### src/rtl/bp_fe_trace_replay_be_if.sv
// FE queue / FE command handshake bundle between the front end and the replay back end.
// master = back end (consumes queue entries, issues redirects); slave = front end.
interface bp_fe_trace_replay_be_if #(
    parameter int vaddr_width_p = 39
);
    logic [vaddr_width_p-1:0] fe_queue_pc;
    logic                     fe_queue_v;
    logic                     fe_queue_ready;
    logic [vaddr_width_p-1:0] fe_cmd_pc;
    logic                     fe_cmd_v;
    logic                     fe_cmd_ready;

    modport master (
        input  fe_queue_pc,
        input  fe_queue_v,
        output fe_queue_ready,
        output fe_cmd_pc,
        output fe_cmd_v,
        input  fe_cmd_ready
    );

    modport slave (
        output fe_queue_pc,
        output fe_queue_v,
        input  fe_queue_ready,
        input  fe_cmd_pc,
        input  fe_cmd_v,
        output fe_cmd_ready
    );
endinterface

### src/rtl/bp_fe_trace_replay_be.sv
// Mock back end for FE-only benches: walks a trace ROM of EXPECT/REDIRECT/STALL/END ops,
// checks queue PCs, drives redirects, and reports done/fail with mismatch and retire counts.
module bp_fe_trace_replay_be #(
    parameter int vaddr_width_p      = 39,
    parameter int trace_addr_width_p = 10,
    parameter int stall_width_p      = 8,
    parameter int timeout_p          = 1024,
    parameter int stop_on_mismatch_p = 1,
    localparam int trace_data_width_lp = 2 + vaddr_width_p
) (
    input  logic                           clk_i,
    input  logic                           reset_i,
    input  logic                           start_i,
    output logic [trace_addr_width_p-1:0]  trace_addr_o,
    input  logic [trace_data_width_lp-1:0] trace_data_i,
    bp_fe_trace_replay_be_if.master        fe_if,
    output logic                           done_o,
    output logic                           fail_o,
    output logic [15:0]                    mismatch_count_o,
    output logic [31:0]                    instr_count_o
);

    localparam logic [1:0] OP_EXPECT   = 2'b00;
    localparam logic [1:0] OP_REDIRECT = 2'b01;
    localparam logic [1:0] OP_STALL    = 2'b10;
    localparam logic [1:0] OP_END      = 2'b11;

    localparam bit stop_lp = (stop_on_mismatch_p != 0);

    // Watchdog only has to represent 0 .. timeout_p-1; reaching the last value without progress fails.
    localparam int wd_w_lp = (timeout_p < 2) ? 1 : $clog2(timeout_p);
    localparam logic [wd_w_lp-1:0]            wd_last_lp   = wd_w_lp'(timeout_p - 1);
    localparam logic [wd_w_lp-1:0]            wd_one_lp    = wd_w_lp'(1);
    localparam logic [trace_addr_width_p-1:0] addr_one_lp  = trace_addr_width_p'(1);
    localparam logic [stall_width_p-1:0]      stall_one_lp = stall_width_p'(1);

    typedef enum logic [2:0] {
        IDLE,
        RUN,
        STALL,
        DONE,
        FAIL
    } state_e;

    state_e                        state_r;
    logic [trace_addr_width_p-1:0] trace_addr_r;
    logic [stall_width_p-1:0]      stall_cnt_r;
    logic [wd_w_lp-1:0]            wd_cnt_r;
    logic [31:0]                   instr_cnt_r;
    logic [15:0]                   mism_cnt_r;

    logic [1:0]               op;
    logic [vaddr_width_p-1:0] arg;
    logic [stall_width_p-1:0] stall_n;
    logic                     in_run;
    logic                     queue_ready;
    logic                     cmd_v;
    logic                     pc_match;
    logic                     exp_fire;
    logic                     mismatch;
    logic                     run_adv;
    logic                     stall_last;
    logic                     advance;
    logic                     at_last;
    logic                     overrun;
    logic                     wd_expire;

    function automatic logic [15:0] sat_inc16(input logic [15:0] v);
        return (&v) ? v : v + 16'd1;
    endfunction

    assign op      = trace_data_i[trace_data_width_lp-1 -: 2];
    assign arg     = trace_data_i[vaddr_width_p-1:0];
    assign stall_n = arg[stall_width_p-1:0];

    // Handshake outputs depend only on state and the ROM word, never on the FE's ready/valid.
    assign in_run      = (state_r == RUN);
    assign queue_ready = in_run && (op == OP_EXPECT);
    assign cmd_v       = in_run && (op == OP_REDIRECT);

    assign pc_match = (fe_if.fe_queue_pc == arg);
    assign exp_fire = queue_ready && fe_if.fe_queue_v;
    assign mismatch = exp_fire && !pc_match;

    assign run_adv = (exp_fire && (pc_match || !stop_lp))
                   || (cmd_v && fe_if.fe_cmd_ready)
                   || (in_run && (op == OP_STALL) && (stall_n == '0));
    assign stall_last = (state_r == STALL) && (stall_cnt_r == stall_one_lp);
    assign advance    = run_adv || stall_last;

    // The address never wraps: stepping past the last ROM entry is an overrun.
    assign at_last   = &trace_addr_r;
    assign overrun   = advance && at_last;
    assign wd_expire = in_run && !advance && (wd_cnt_r == wd_last_lp);

    always_ff @(posedge clk_i or posedge reset_i) begin
        if (reset_i) begin
            state_r      <= IDLE;
            trace_addr_r <= '0;
            stall_cnt_r  <= '0;
            wd_cnt_r     <= '0;
            instr_cnt_r  <= '0;
            mism_cnt_r   <= '0;
        end else begin
            unique case (state_r)
                IDLE: begin
                    if (start_i) begin
                        state_r  <= RUN;
                        wd_cnt_r <= '0;
                    end
                end
                RUN: begin
                    if (exp_fire && pc_match)
                        instr_cnt_r <= instr_cnt_r + 32'd1;
                    if (mismatch)
                        mism_cnt_r <= sat_inc16(mism_cnt_r);
                    wd_cnt_r <= advance ? '0 : wd_cnt_r + wd_one_lp;
                    if (advance && !at_last)
                        trace_addr_r <= trace_addr_r + addr_one_lp;
                    if (op == OP_END)
                        state_r <= DONE;
                    else if (overrun || (mismatch && stop_lp) || wd_expire)
                        state_r <= FAIL;
                    else if ((op == OP_STALL) && (stall_n != '0)) begin
                        state_r     <= STALL;
                        stall_cnt_r <= stall_n;
                    end
                end
                STALL: begin
                    stall_cnt_r <= stall_cnt_r - stall_one_lp;
                    if (stall_last) begin
                        wd_cnt_r <= '0;
                        if (at_last)
                            state_r <= FAIL;
                        else begin
                            trace_addr_r <= trace_addr_r + addr_one_lp;
                            state_r      <= RUN;
                        end
                    end
                end
                default: begin
                end
            endcase
        end
    end

    assign trace_addr_o         = trace_addr_r;
    assign fe_if.fe_queue_ready = queue_ready;
    assign fe_if.fe_cmd_v       = cmd_v;
    assign fe_if.fe_cmd_pc      = cmd_v ? arg : '0;
    assign done_o               = (state_r == DONE);
    assign fail_o               = (state_r == FAIL);
    assign mismatch_count_o     = mism_cnt_r;
    assign instr_count_o        = instr_cnt_r;

endmodule
### src/flat_wrapper.sv
// flat-port wrapper written by rule: the top's interface ports become plain ports
module bp_fe_trace_replay_be_flat 
#(
    parameter int vaddr_width_p      = 39,
    parameter int trace_addr_width_p = 10,
    parameter int stall_width_p      = 8,
    parameter int timeout_p          = 1024,
    parameter int stop_on_mismatch_p = 1,
    localparam int trace_data_width_lp = 2 + vaddr_width_p
)
  (clk_i, reset_i, start_i, trace_addr_o, trace_data_i, done_o, fail_o, mismatch_count_o, instr_count_o, fe_if_fe_queue_pc, fe_if_fe_queue_v, fe_if_fe_queue_ready, fe_if_fe_cmd_pc, fe_if_fe_cmd_v, fe_if_fe_cmd_ready);
  bp_fe_trace_replay_be_if #(.vaddr_width_p(vaddr_width_p)) fe_if_i ();
  input  logic clk_i;
  input  logic reset_i;
  input  logic start_i;
  output logic [trace_addr_width_p-1:0] trace_addr_o;
  input  logic [trace_data_width_lp-1:0] trace_data_i;
  output logic done_o;
  output logic fail_o;
  output logic [15:0] mismatch_count_o;
  output logic [31:0] instr_count_o;
  input wire logic [$bits(fe_if_i.fe_queue_pc)-1:0] fe_if_fe_queue_pc;
  input wire logic [$bits(fe_if_i.fe_queue_v)-1:0] fe_if_fe_queue_v;
  output wire logic [$bits(fe_if_i.fe_queue_ready)-1:0] fe_if_fe_queue_ready;
  output wire logic [$bits(fe_if_i.fe_cmd_pc)-1:0] fe_if_fe_cmd_pc;
  output wire logic [$bits(fe_if_i.fe_cmd_v)-1:0] fe_if_fe_cmd_v;
  input wire logic [$bits(fe_if_i.fe_cmd_ready)-1:0] fe_if_fe_cmd_ready;
  assign fe_if_i.fe_queue_pc = fe_if_fe_queue_pc;
  assign fe_if_i.fe_queue_v = fe_if_fe_queue_v;
  assign fe_if_fe_queue_ready = fe_if_i.fe_queue_ready;
  assign fe_if_fe_cmd_pc = fe_if_i.fe_cmd_pc;
  assign fe_if_fe_cmd_v = fe_if_i.fe_cmd_v;
  assign fe_if_i.fe_cmd_ready = fe_if_fe_cmd_ready;
  bp_fe_trace_replay_be #(.vaddr_width_p(vaddr_width_p), .trace_addr_width_p(trace_addr_width_p), .stall_width_p(stall_width_p), .timeout_p(timeout_p), .stop_on_mismatch_p(stop_on_mismatch_p)) u_core (.clk_i(clk_i), .reset_i(reset_i), .start_i(start_i), .trace_addr_o(trace_addr_o), .trace_data_i(trace_data_i), .fe_if(fe_if_i), .done_o(done_o), .fail_o(fail_o), .mismatch_count_o(mismatch_count_o), .instr_count_o(instr_count_o));
endmodule
### config.mk
export PLATFORM = sky130hd
export DESIGN_NAME = bp_fe_trace_replay_be_flat
export DESIGN_NICKNAME = d
export VERILOG_FILES = /design/src/rtl/bp_fe_trace_replay_be_if.sv /design/src/rtl/bp_fe_trace_replay_be.sv /design/src/flat_wrapper.sv
export SDC_FILE = /design/constraint.sdc
export NUM_CORES = 1
export LEC_CHECK = 0
export BUFFER_PORTS_ARGS = -buffer_cell sky130_fd_sc_hd__clkbuf_2
export CORE_ASPECT_RATIO = 0.5
export CORE_MARGIN = 3
export CORE_UTILIZATION = 49
export CTS_CLUSTER_DIAMETER = 150
export CTS_CLUSTER_SIZE = 10
export DETAILED_ROUTE_END_ITERATION = 6
export GPL_ROUTABILITY_DRIVEN = 0
export PLACE_DENSITY = 0.81
export SYNTH_ARGS = -nofsm -noshare
export SYNTH_HDL_FRONTEND = slang
export SYNTH_SLANG_ARGS = --single-unit
### constraint.sdc
create_clock -name clk_i -period 3 [get_ports clk_i]
set_input_delay 0.15 -clock clk_i [delete_from_list [all_inputs] [get_ports clk_i]]
set_output_delay 0.15 -clock clk_i [all_outputs]
set_load 0.01 [all_outputs]
==> flow_summary.yaml <==
synthesis:
  ys_types: 47
  synth_edf_count: 0
  ys.flop_type: "dfrtp_1"
  synth_area_leaders: "dfrtp_1 (42%), xor2_1 (12%), xnor2_1 (5.8%)"
  yosysTopAreaCell: "dfrtp_1"
  ys_ff_latch: 79
  synth_top_area_frac: 0.424
  seq_area_frac_synth: 0.424
  synthArstFlopShare: 1.00
  syn_nets: 581
  syn_avg_cell_area_sq_um: 9.51
  synthesis.area_sq_um: 4660
  synth-warning-count: 0
  syn_inst: 490
worst_setup_path:
  reg2reg_depth: 7
  cp_num_cells: 7
  crit_chain: "or3b_1 -> or3_1 -> o21a_1 -> nand2_1 -> o211ai_2 -> and2_1 -> a211o_1"
  crit_required_ns: 3.22
  critical_path_class: "flop to flop"
  max_stage_delay_ns: 0.47
  cp_slowest_cell: "dfrtp_1"
  crit_path_start_kind: "flop"
  cp.buffers_inverters: 0
  path_delay_family: "simple AND/OR/NAND/NOR gates"
  worstPathMaxFanout: 13
  crit_arrival_ns: 2.76
  end_kind: "flop"
sta:
  setup_viol: 0
  relSlewSlack: 0.574
  holdWs_ns: 0.133
  finalMaxSlewViolations: 0
  tightest_slew_ns: 0.633
  fin_tns_setup_ns: 0
  hold_viol_final: 0
  fin_crit_ns: 2.54
  rsz0062_at_grt: "no"
  final.period_utilization: 0.846
  skew_ns: 0.00695
  max_freq_ghz: 0.394
run_status:
  status: "finished, final reports clean"
cells_and_area:
  layout.cells.non_filler: 797
  drive_above_1_share: 0.323
  final_area_sq_um: 5980
  final_common_cell: "clkbuf_2"
  area_delta_synth_final_pct: 28.4
  finalNetCount: 765
  layout_common_cells: "clkbuf_2 (185), dfrtp_1 (79), xor2_1 (66)"
detailed_routing:
  vias: 4267
  drtIter0Drc: 228
  dr.pass1.iters: 5
  vias_per_cell: 5.35
  route.detailed.drc: 0
  ant_nets: 0
  routedWlPerCell_um: 15.8
  wl_um: 12600
flow_run:
  maxCapViolCount: 0
global_route:
  grt_max_degree: 80
  grt_pass1_wl_um: 19500
  grt_pass1_vias: 3934
  track_usage: 0.228
  gr-total-overflow: 0
  antenna_found_initial: 0
placed_design:
  dp.final_hpwl_um: 9800
  placed_area_sq_um: 5690
  placedCellCount: 779
  numPortBuffers: 185
power_and_ir_drop:
  netSwitchingFraction: 0.303
  irDropWorstVdd_mv: 0.324
  clockPowerShare: 0.356
  finalPower_mw: 2.90
  seqPwrFrac: 0.457
  switchingPower_uw: 880
  p_int_mw: 2.02
  powerDensity_nw_per_um2: 485
  power_frac_comb: 0.187
  p_leak_nw: 3.14
clock_tree:
  holdBufCountCts: 1
  clk_latency_ns: 0.34
  cts_buffers: 9
  cts_tree: "yes"
  post_cts_buffers: 0
  cts.sinks: 79
  cts-root-buf: "clkbuf_16"
  cts_max_level: 3
  cts-resized-gates: 0
  clk_pin_slew_ns: 0.06
  clk_path_buf_depth: 2
die:
  num_rows: 24
  die_h_um: 75.0
  dieWidth_um: 144
  core_region_area_sq_um: 8980
  io_pins: 186
  die-area_sq_um: 10800
  start_util: 0.519
hold_path:
  min_delay_path_depth: 2
  hold_path_class: "input port to flop"
## registers in the layout, summed over array words and instances (netlist names)
| register | count |
|---|---|
| u_core.instr_count_o | 32 |
| u_core.mismatch_count_o | 16 |
| u_core.stall_cnt_r | 8 |
| u_core.state_r | 3 |
| u_core.trace_addr_o | 10 |
| u_core.wd_cnt_r | 10 |
## kinds of logic (layout without fill, tap and decap cells)
group | after synthesis | in the layout | share of synthesized area
AOI/OAI and AO/OA | 43 | 43 | 0.0615
and+or+nand+nor | 230 | 230 | 0.278
other | 0 | 1 | 0
xor gates and xnor gates | 97 | 97 | 0.182
muxes | 3 | 3 | 0.00725
DFF | 79 | 79 | 0.424
adders and majority gates | 6 | 6 | 0.0161
buffers and inverters | 32 | 221 | 0.0301
## final cells by class
type,count,area [sq um]
diodes,1,2.50
multi-input cells,379,2540
flip-flops and latches,79,1980
fillers,766,3000
inverters,16,60.1
well taps,117,146
repair buffers,189,971
clock buffers,10,239
clock inverters,6,43.8
## synth_stat cells, types with 8 or more instances
| master | count |
|---|---|
| o21ai_0 | 14 |
| inv_1 | 16 |
| xor2_1 | 66 |
| xnor2_1 | 31 |
| nor2_1 | 23 |
| a21oi_1 | 8 |
| nand3_1 | 32 |
| nor3_1 | 27 |
| nand4_1 | 19 |
| dfrtp_1 | 79 |
| nand2_1 | 35 |
| and3_1 | 12 |
| and2_1 | 42 |
| nor4_1 | 14 |
## power by group through the flow
stage	sequential, mW	combinational, mW	clock [mW]
final	1.33	0.542	1.03
after global routing	1.35	0.614	1.10
after CTS	1.32	0.546	1.05
after detailed placement	1.34	0.541	0
after global placement	1.33	0.528	0
after floorplan	1.31	0.348	0
## metrics by stage
stage | setup slack (ns) | util
final | 0.462 | 0.666
after global routing | 0.240 | 0.666
after CTS | 0.456 | 0.666
after detailed placement | 0.459 | 0.633
after global placement | 0.545 | 0.633
after floorplan | 0.804 | -
## metal layers
metal | global-route usage | wire length (um)
met1 | 0.305 | 5470
met5 | 0 | 0
met4 | 0.0772 | 243
met3 | 0.0539 | 779
met2 | 0.372 | 6140
## final timing paths
path	from	to	slack, ns
max	u_core.state_r[1]	u_core.state_r[2]	0.46
max in group asynchronous	reset_i	u_core.stall_cnt_r[2]	2.23
min in group asynchronous	reset_i	u_core.trace_addr_o[6]	0.46
min	trace_data_i[1]	u_core.stall_cnt_r[1]	0.13
max reg2reg	u_core.state_r[1]	u_core.state_r[2]	0.46
min reg2reg	u_core.mismatch_count_o[8]	u_core.mismatch_count_o[8]	0.49
Power figures use the tool's default switching activity.
